$ cat src/rtl/mem_access.sv
// Memory-access stage: issues one data-SRAM request per load/store, aligns
// and extends load data, builds store strobes and hands a writeback bundle on.
module mem_access #(
    parameter bit ALE_CHECK = 1'b1
) (
    input  logic        clk,
    input  logic        reset,
    input  logic        flush,
    input  logic        in_valid,
    output logic        in_ready,
    input  logic [31:0] in_pc,
    input  logic [31:0] in_addr,
    input  logic [31:0] in_wdata,
    input  logic [31:0] in_result,
    input  logic        in_wreg_en,
    input  logic [4:0]  in_wreg_idx,
    input  logic [4:0]  in_mop,
    output logic        data_req,
    output logic        data_wr,
    output logic [1:0]  data_size,
    output logic [31:0] data_addr,
    output logic [3:0]  data_wstrb,
    output logic [31:0] data_wdata,
    input  logic        data_addr_ok,
    input  logic        data_data_ok,
    input  logic [31:0] data_rdata,
    output logic        out_valid,
    input  logic        out_ready,
    output logic [31:0] out_pc,
    output logic [31:0] out_result,
    output logic        out_wreg_en,
    output logic [4:0]  out_wreg_idx,
    output logic        out_ale,
    output logic        byp_en,
    output logic        byp_pending
);
    typedef enum logic [1:0] {S_EMPTY, S_REQ, S_WAIT, S_DONE} state_t;

    state_t      r_state;
    logic        r_drop;
    logic [31:0] r_pc;
    logic [31:0] r_addr;
    logic [31:0] r_wdata;
    logic [31:0] r_result;
    logic        r_wreg_en;
    logic [4:0]  r_wreg_idx;
    logic        r_ale;
    logic        r_ld;
    logic        r_st;
    logic        r_uns;
    logic [1:0]  r_size;
    logic [3:0]  r_wstrb;

    logic        w_in_ld;
    logic        w_in_st;
    logic        w_in_uns;
    logic [1:0]  w_in_size;
    logic        w_in_ale;
    logic        w_accept;
    logic [3:0]  w_in_wstrb;
    logic [31:0] w_in_wdata;
    logic [7:0]  w_byte;
    logic [15:0] w_half;
    logic [31:0] w_load_val;

    assign w_in_ld   = in_mop[0];
    assign w_in_st   = in_mop[1];
    assign w_in_size = in_mop[3:2];
    assign w_in_uns  = in_mop[4];

    assign w_in_ale = ALE_CHECK & (w_in_ld | w_in_st) &
                      (((w_in_size == 2'd1) & in_addr[0]) |
                       ((w_in_size == 2'd2) & (in_addr[1:0] != 2'b00)));

    assign in_ready = ~r_drop & ((r_state == S_EMPTY) | ((r_state == S_DONE) & out_ready));
    assign w_accept = in_valid & in_ready & ~flush;

    // Store strobe and lane-replicated write data for the incoming instruction
    always_comb begin
        w_in_wstrb = 4'b0000;
        w_in_wdata = in_wdata;
        if (w_in_st) begin
            case (w_in_size)
                2'd0: begin
                    w_in_wstrb = 4'b0001 << in_addr[1:0];
                    w_in_wdata = {4{in_wdata[7:0]}};
                end
                2'd1: begin
                    w_in_wstrb = 4'b0011 << {in_addr[1], 1'b0};
                    w_in_wdata = {2{in_wdata[15:0]}};
                end
                default: w_in_wstrb = 4'b1111;
            endcase
        end
    end

    // Load data alignment and sign/zero extension
    always_comb begin
        w_byte     = 8'(data_rdata >> {r_addr[1:0], 3'b000});
        w_half     = 16'(data_rdata >> {r_addr[1], 4'b0000});
        w_load_val = data_rdata;
        case (r_size)
            2'd0:    w_load_val = r_uns ? {24'h0, w_byte} : {{24{w_byte[7]}}, w_byte};
            2'd1:    w_load_val = r_uns ? {16'h0, w_half} : {{16{w_half[15]}}, w_half};
            default: w_load_val = data_rdata;
        endcase
    end

    // Stage FSM, captured instruction fields and late-response drop tracking
    always_ff @(posedge clk or negedge reset) begin
        if (!reset) begin
            r_state    <= S_EMPTY;
            r_drop     <= 1'b0;
            r_pc       <= 32'h0;
            r_addr     <= 32'h0;
            r_wdata    <= 32'h0;
            r_result   <= 32'h0;
            r_wreg_en  <= 1'b0;
            r_wreg_idx <= 5'h0;
            r_ale      <= 1'b0;
            r_ld       <= 1'b0;
            r_st       <= 1'b0;
            r_uns      <= 1'b0;
            r_size     <= 2'd0;
            r_wstrb    <= 4'b0000;
        end else begin
            if (r_drop && data_data_ok) begin
                r_drop <= 1'b0;
            end
            if (flush) begin
                r_state <= S_EMPTY;
                // a request already accepted by the SRAM still owes a data_ok
                if (((r_state == S_REQ) && data_addr_ok) ||
                    ((r_state == S_WAIT) && !data_data_ok)) begin
                    r_drop <= 1'b1;
                end
            end else if (w_accept) begin
                r_pc       <= in_pc;
                r_addr     <= in_addr;
                r_wdata    <= w_in_wdata;
                r_result   <= w_in_ale ? in_addr : in_result;
                r_wreg_en  <= in_wreg_en & ~w_in_ale;
                r_wreg_idx <= in_wreg_idx;
                r_ale      <= w_in_ale;
                r_ld       <= w_in_ld;
                r_st       <= w_in_st;
                r_uns      <= w_in_uns;
                r_size     <= w_in_size;
                r_wstrb    <= w_in_wstrb;
                r_state    <= ((w_in_ld | w_in_st) & ~w_in_ale) ? S_REQ : S_DONE;
            end else begin
                case (r_state)
                    S_REQ:  if (data_addr_ok) r_state <= S_WAIT;
                    S_WAIT: if (data_data_ok) begin
                        r_state <= S_DONE;
                        if (r_ld) r_result <= w_load_val;
                    end
                    S_DONE: if (out_ready) r_state <= S_EMPTY;
                    default: r_state <= r_state;
                endcase
            end
        end
    end

    assign data_req     = (r_state == S_REQ);
    assign data_wr      = r_st;
    assign data_size    = r_size;
    assign data_addr    = r_addr;
    assign data_wstrb   = r_wstrb;
    assign data_wdata   = r_wdata;
    assign out_valid    = (r_state == S_DONE);
    assign out_pc       = r_pc;
    assign out_result   = r_result;
    assign out_wreg_en  = r_wreg_en;
    assign out_wreg_idx = r_wreg_idx;
    assign out_ale      = r_ale;
    assign byp_en       = (r_state != S_EMPTY) & r_wreg_en;
    assign byp_pending  = ((r_state == S_REQ) | (r_state == S_WAIT)) & r_ld;

endmodule
$ cat config.mk
export PLATFORM = sky130hd
export DESIGN_NAME = mem_access
export DESIGN_NICKNAME = d
export VERILOG_FILES = /design/src/rtl/mem_access.sv
export SDC_FILE = /design/constraint.sdc
export NUM_CORES = 1
export LEC_CHECK = 0
export ABC_AREA = 1
export CAP_MARGIN = 20
export CORE_MARGIN = 10
export CORE_UTILIZATION = 43
export DETAILED_ROUTE_END_ITERATION = 10
export PLACE_DENSITY = 0.8
export SYNTH_ARGS = -nofsm -noshare
export SYNTH_HDL_FRONTEND = slang
export SYNTH_SLANG_ARGS = --single-unit
export TNS_END_PERCENT = 5
$ cat constraint.sdc
create_clock -name clk -period 1.85 [get_ports clk]
set_input_delay 0.4625 -clock clk [delete_from_list [all_inputs] [get_ports clk]]
set_output_delay 0.4625 -clock clk [all_outputs]
set_load 0.005 [all_outputs]
==> results of run 1 <==
[path summary, 6_finish.rpt]
kind	start	to	slack, ps
worst min register to register	out_pc[3]	out_pc[3]	480
worst max register to register	r_state[1]	out_result[29]	-30
worst max-delay path	r_state[0]	data_req	-60
min in group asynchronous	reset	out_result[30]	500
worst min-delay path	out_pc[3]	out_pc[3]	480
max in group asynchronous	reset	data_wdata[0]	770
[stage by stage]
step | setup TNS [ps] | hold WS, ps | total power, W | worst slack [ps] | util [%]
floorplan | 0 | 166.9 | 0.009166 | 163.9 | -
global placement | -32370 | 389.8 | 0.01437 | -324.2 | 66.35
detailed placement | -34490 | 396.4 | 0.01455 | -366.6 | 66.35
CTS | -179.5 | 483.1 | 0.01828 | -54.85 | 70.22
global route | -2451 | 504.2 | 0.01968 | -110.5 | 70.94
finish | -154.4 | 479.8 | 0.01836 | -63.59 | 70.94
[synthesized netlist by cell type, types with 8 or more instances]
master    number
dfrtp_1      147
nand3_1       45
buf_2         33
o21ai_0       85
clkbuf_1      11
inv_1        108
nand4_1       25
a21oi_1       22
o22ai_1        8
nand2_1      432
nor2_1        65
[where the power goes]
group,switching (W),internal (W)
combinational,0.00420,0.00477
clock,0.00159,0.00206
sequential,0.000983,0.00476
[worst max-delay path, delay by kind of cell, from the launching register on]
family / cells / cell delay [ps]
flip-flops: 1 / 430
buffers and inverters: 3 / 410
adder cells (fa/ha/maj): 1 / 180
[what timing repair did]
action	CTS	global route
setup buffers	4	2
hold buffers	1	0
gates cloned	0	2
pin swaps	4	9
resized for setup	42	38
setup endpoints to repair	99	133
hold endpoints to repair	31	0
[kinds of logic (layout without fill, tap and decap cells)]
| family | Yosys count | in the layout |
|---|---|---|
| AO/OA/AOI/OAI | 134 | 134 |
| AND/OR/NAND/NOR | 576 | 577 |
| adder cells (fa/ha/maj) | 6 | 6 |
| buffers and inverters | 163 | 547 |
| flip-flops | 147 | 147 |
[state kept, by name, summed over array words and instances, names as in the netlist]
| name | flops |
|---|---|
| data_addr | 32 |
| data_size | 2 |
| data_wdata | 32 |
| data_wr | 1 |
| data_wstrb | 4 |
| out_ale | 1 |
| out_pc | 32 |
| out_result | 32 |
| out_wreg_en | 1 |
| out_wreg_idx | 5 |
| r_drop | 1 |
| r_ld | 1 |
| r_state | 2 |
| r_uns | 1 |
[routing by layer]
layer	up-vias	wire length (um)	track usage (%)
met4	2	846	9.124
met2	401	14270	41.15
met5	-	13	0
li1	3945	-	-
met1	3740	11750	28.37
met3	48	3026	10.13
[placed cells by master (no fill, tap or decap), drive strengths merged, types with 2 or more instances in the layout]
master,instances
nand3,46
buf,82
o21ai,85
dlygate4sd2,8
bufinv,2
clkdlybuf4s50,297
o211ai,7
ha,6
a21oi,22
nand2,438
inv,120
nand4,27
a2bb2oi,2
nor2,65
dfrtp,147
clkinv,3
clkinvlp,3
o21a,7
dlymetal6s2s,13
clkbuf,18
o22ai,8
[final cells by class]
type	instances	area (um2)	area share (%)
timing repair buffer	402	3954	32.45
sequential	147	3682	30.22
multi-input combinational	717	3219	26.42
inverter	112	426.7	3.502
clock buffer	17	425.4	3.491
tap	225	281.5	2.311
clock inverter	15	187.7	1.540
timing repair inverter	1	7.507	0.06161
==> impl_metrics.json, run 1 <==
{
  "synth_top_area_share_pct": 49.08,
  "root_buffer": "clkbuf_16",
  "hold_path_class": "reg2reg",
  "crit_slowest_cell": "dfrtp_1",
  "core_area_um2": 17180,
  "synth_cells": 1026,
  "cp-end-kind": "output pin",
  "htreeDepth": 4,
  "initial_core_util_pct": 43.63,
  "final_cells": 1636,
  "syn_area_per_cell_um2": 7.305,
  "pin_count": 325,
  "critPathKind": "reg2out",
  "rsz0062_at_grt": "yes",
  "grt_overflow": 0,
  "worstPathCellList": "buf_4 > buf_4 > ha_2 > buf_2",
  "nNetsFinal": 1582,
  "antenna_cells": 0,
  "yosysUniqueCellTypes": 27,
  "numCtsBuffers": 17,
  "avgRoutedWirePerCell_um": 18.28,
  "via_per_inst": 4.973,
  "violations": "negative setup slack",
  "async_flop_share_pct": 100.0,
  "fp-row-count": 48,
  "n_fill_cell": 1361,
  "setup_violations": 6,
  "synthTopCellsByArea": "dfrtp_1 49%, nand2_1 22%, o21ai_0 5.7%, inv_1 5.4%, nor2_1 3.3%",
  "postRouteAntennaNets": 0,
  "fp.dieW_um": 152.0,
  "status": "complete, but fails checks",
  "crit_required_ps": 1390,
  "routed_wl_um": 29910,
  "synth_area_leader_cell": "dfrtp_1",
  "whs_path_depth": 2,
  "synth_compound_area_share_pct": 9.750,
  "cts_sinks": 147,
  "die-area_um2": 23110,
  "yosys_warnings": 0,
  "drt_iter0_drc": 497,
  "port_buffers": 324,
  "synthFlopType": "dfrtp_1",
  "worstRegToRegCells": 10,
  "synth-xor-area-share_pct": 0,
  "slew_viol_final": 0,
  "die_y_um": 152.0,
  "max_slew_margin_pct": 75.15,
  "yosysSeqAreaShare_pct": 49.08,
  "start_kind": "flop",
  "finalHoldViolCount": 0,
  "grt_pass1_wl_um": 46100,
  "max_stage_delay_ps": 430,
  "crit_fanout": 3,
  "drv_cap": 0,
  "cts_max_path_buffers": 2,
  "placed_area_um2": 11400,
  "min_period_over_period_pct": 103.4,
  "netlist_area_um2": 7495,
  "synth_edf_count": 0,
  "syn2layout_area_growth_pct": 62.57,
  "worstMarginPinSlew_ps": 372.7,
  "track_usage_pct": 24.90,
  "grt_max_degree": 44,
  "cts.clk_slew.worst_paths_ps": 70,
  "tritoncts": "built",
  "synthSimpleGateAreaFrac_pct": 31.00,
  "period_minus_slack_ps": 1914,
  "power_density_nw_per_um2": 1507,
  "dp_hpwl_um": 23250,
  "final.setup_skew_ps": 10.32,
  "drive_gt1_share_pct": 10.84,
  "ir_drop_v": 0.0008375,
  "vias": 8136,
  "synth_nets": 1210,
  "power.leakage_nw": 6.193,
  "grt_pass1_vias": 8225,
  "arrival_ps": 1450,
  "clock_latency_ps": 430,
  "gp_congestion": 0.9474,
  "synth_adder_area_share_pct": 1.002,
  "fmax_ghz": 0.5226,
  "synth_top_family_by_area": "simple AND/OR/NAND/NOR gates",
  "synth-seq-cells": 147,
  "synth.area.mux_share_pct": 0,
  "remaining_drc_errors": 0,
  "first_pass_iters": 7,
  "antenna_found_initial": 1,
  "worst_slack_ps": -63.59,
  "final_area_um2": 12180,
  "dpl.cell_count": 1595,
  "crit_path_frequent_cell": "buf_4"
}
(Power assumes the default switching activity.)
==> run 2: changes to the inputs <==
SLEW_MARGIN = 15   (was unset)
==> results of run 2 <==
The final DEF is identical to that of run 1; final timing and power are the same.
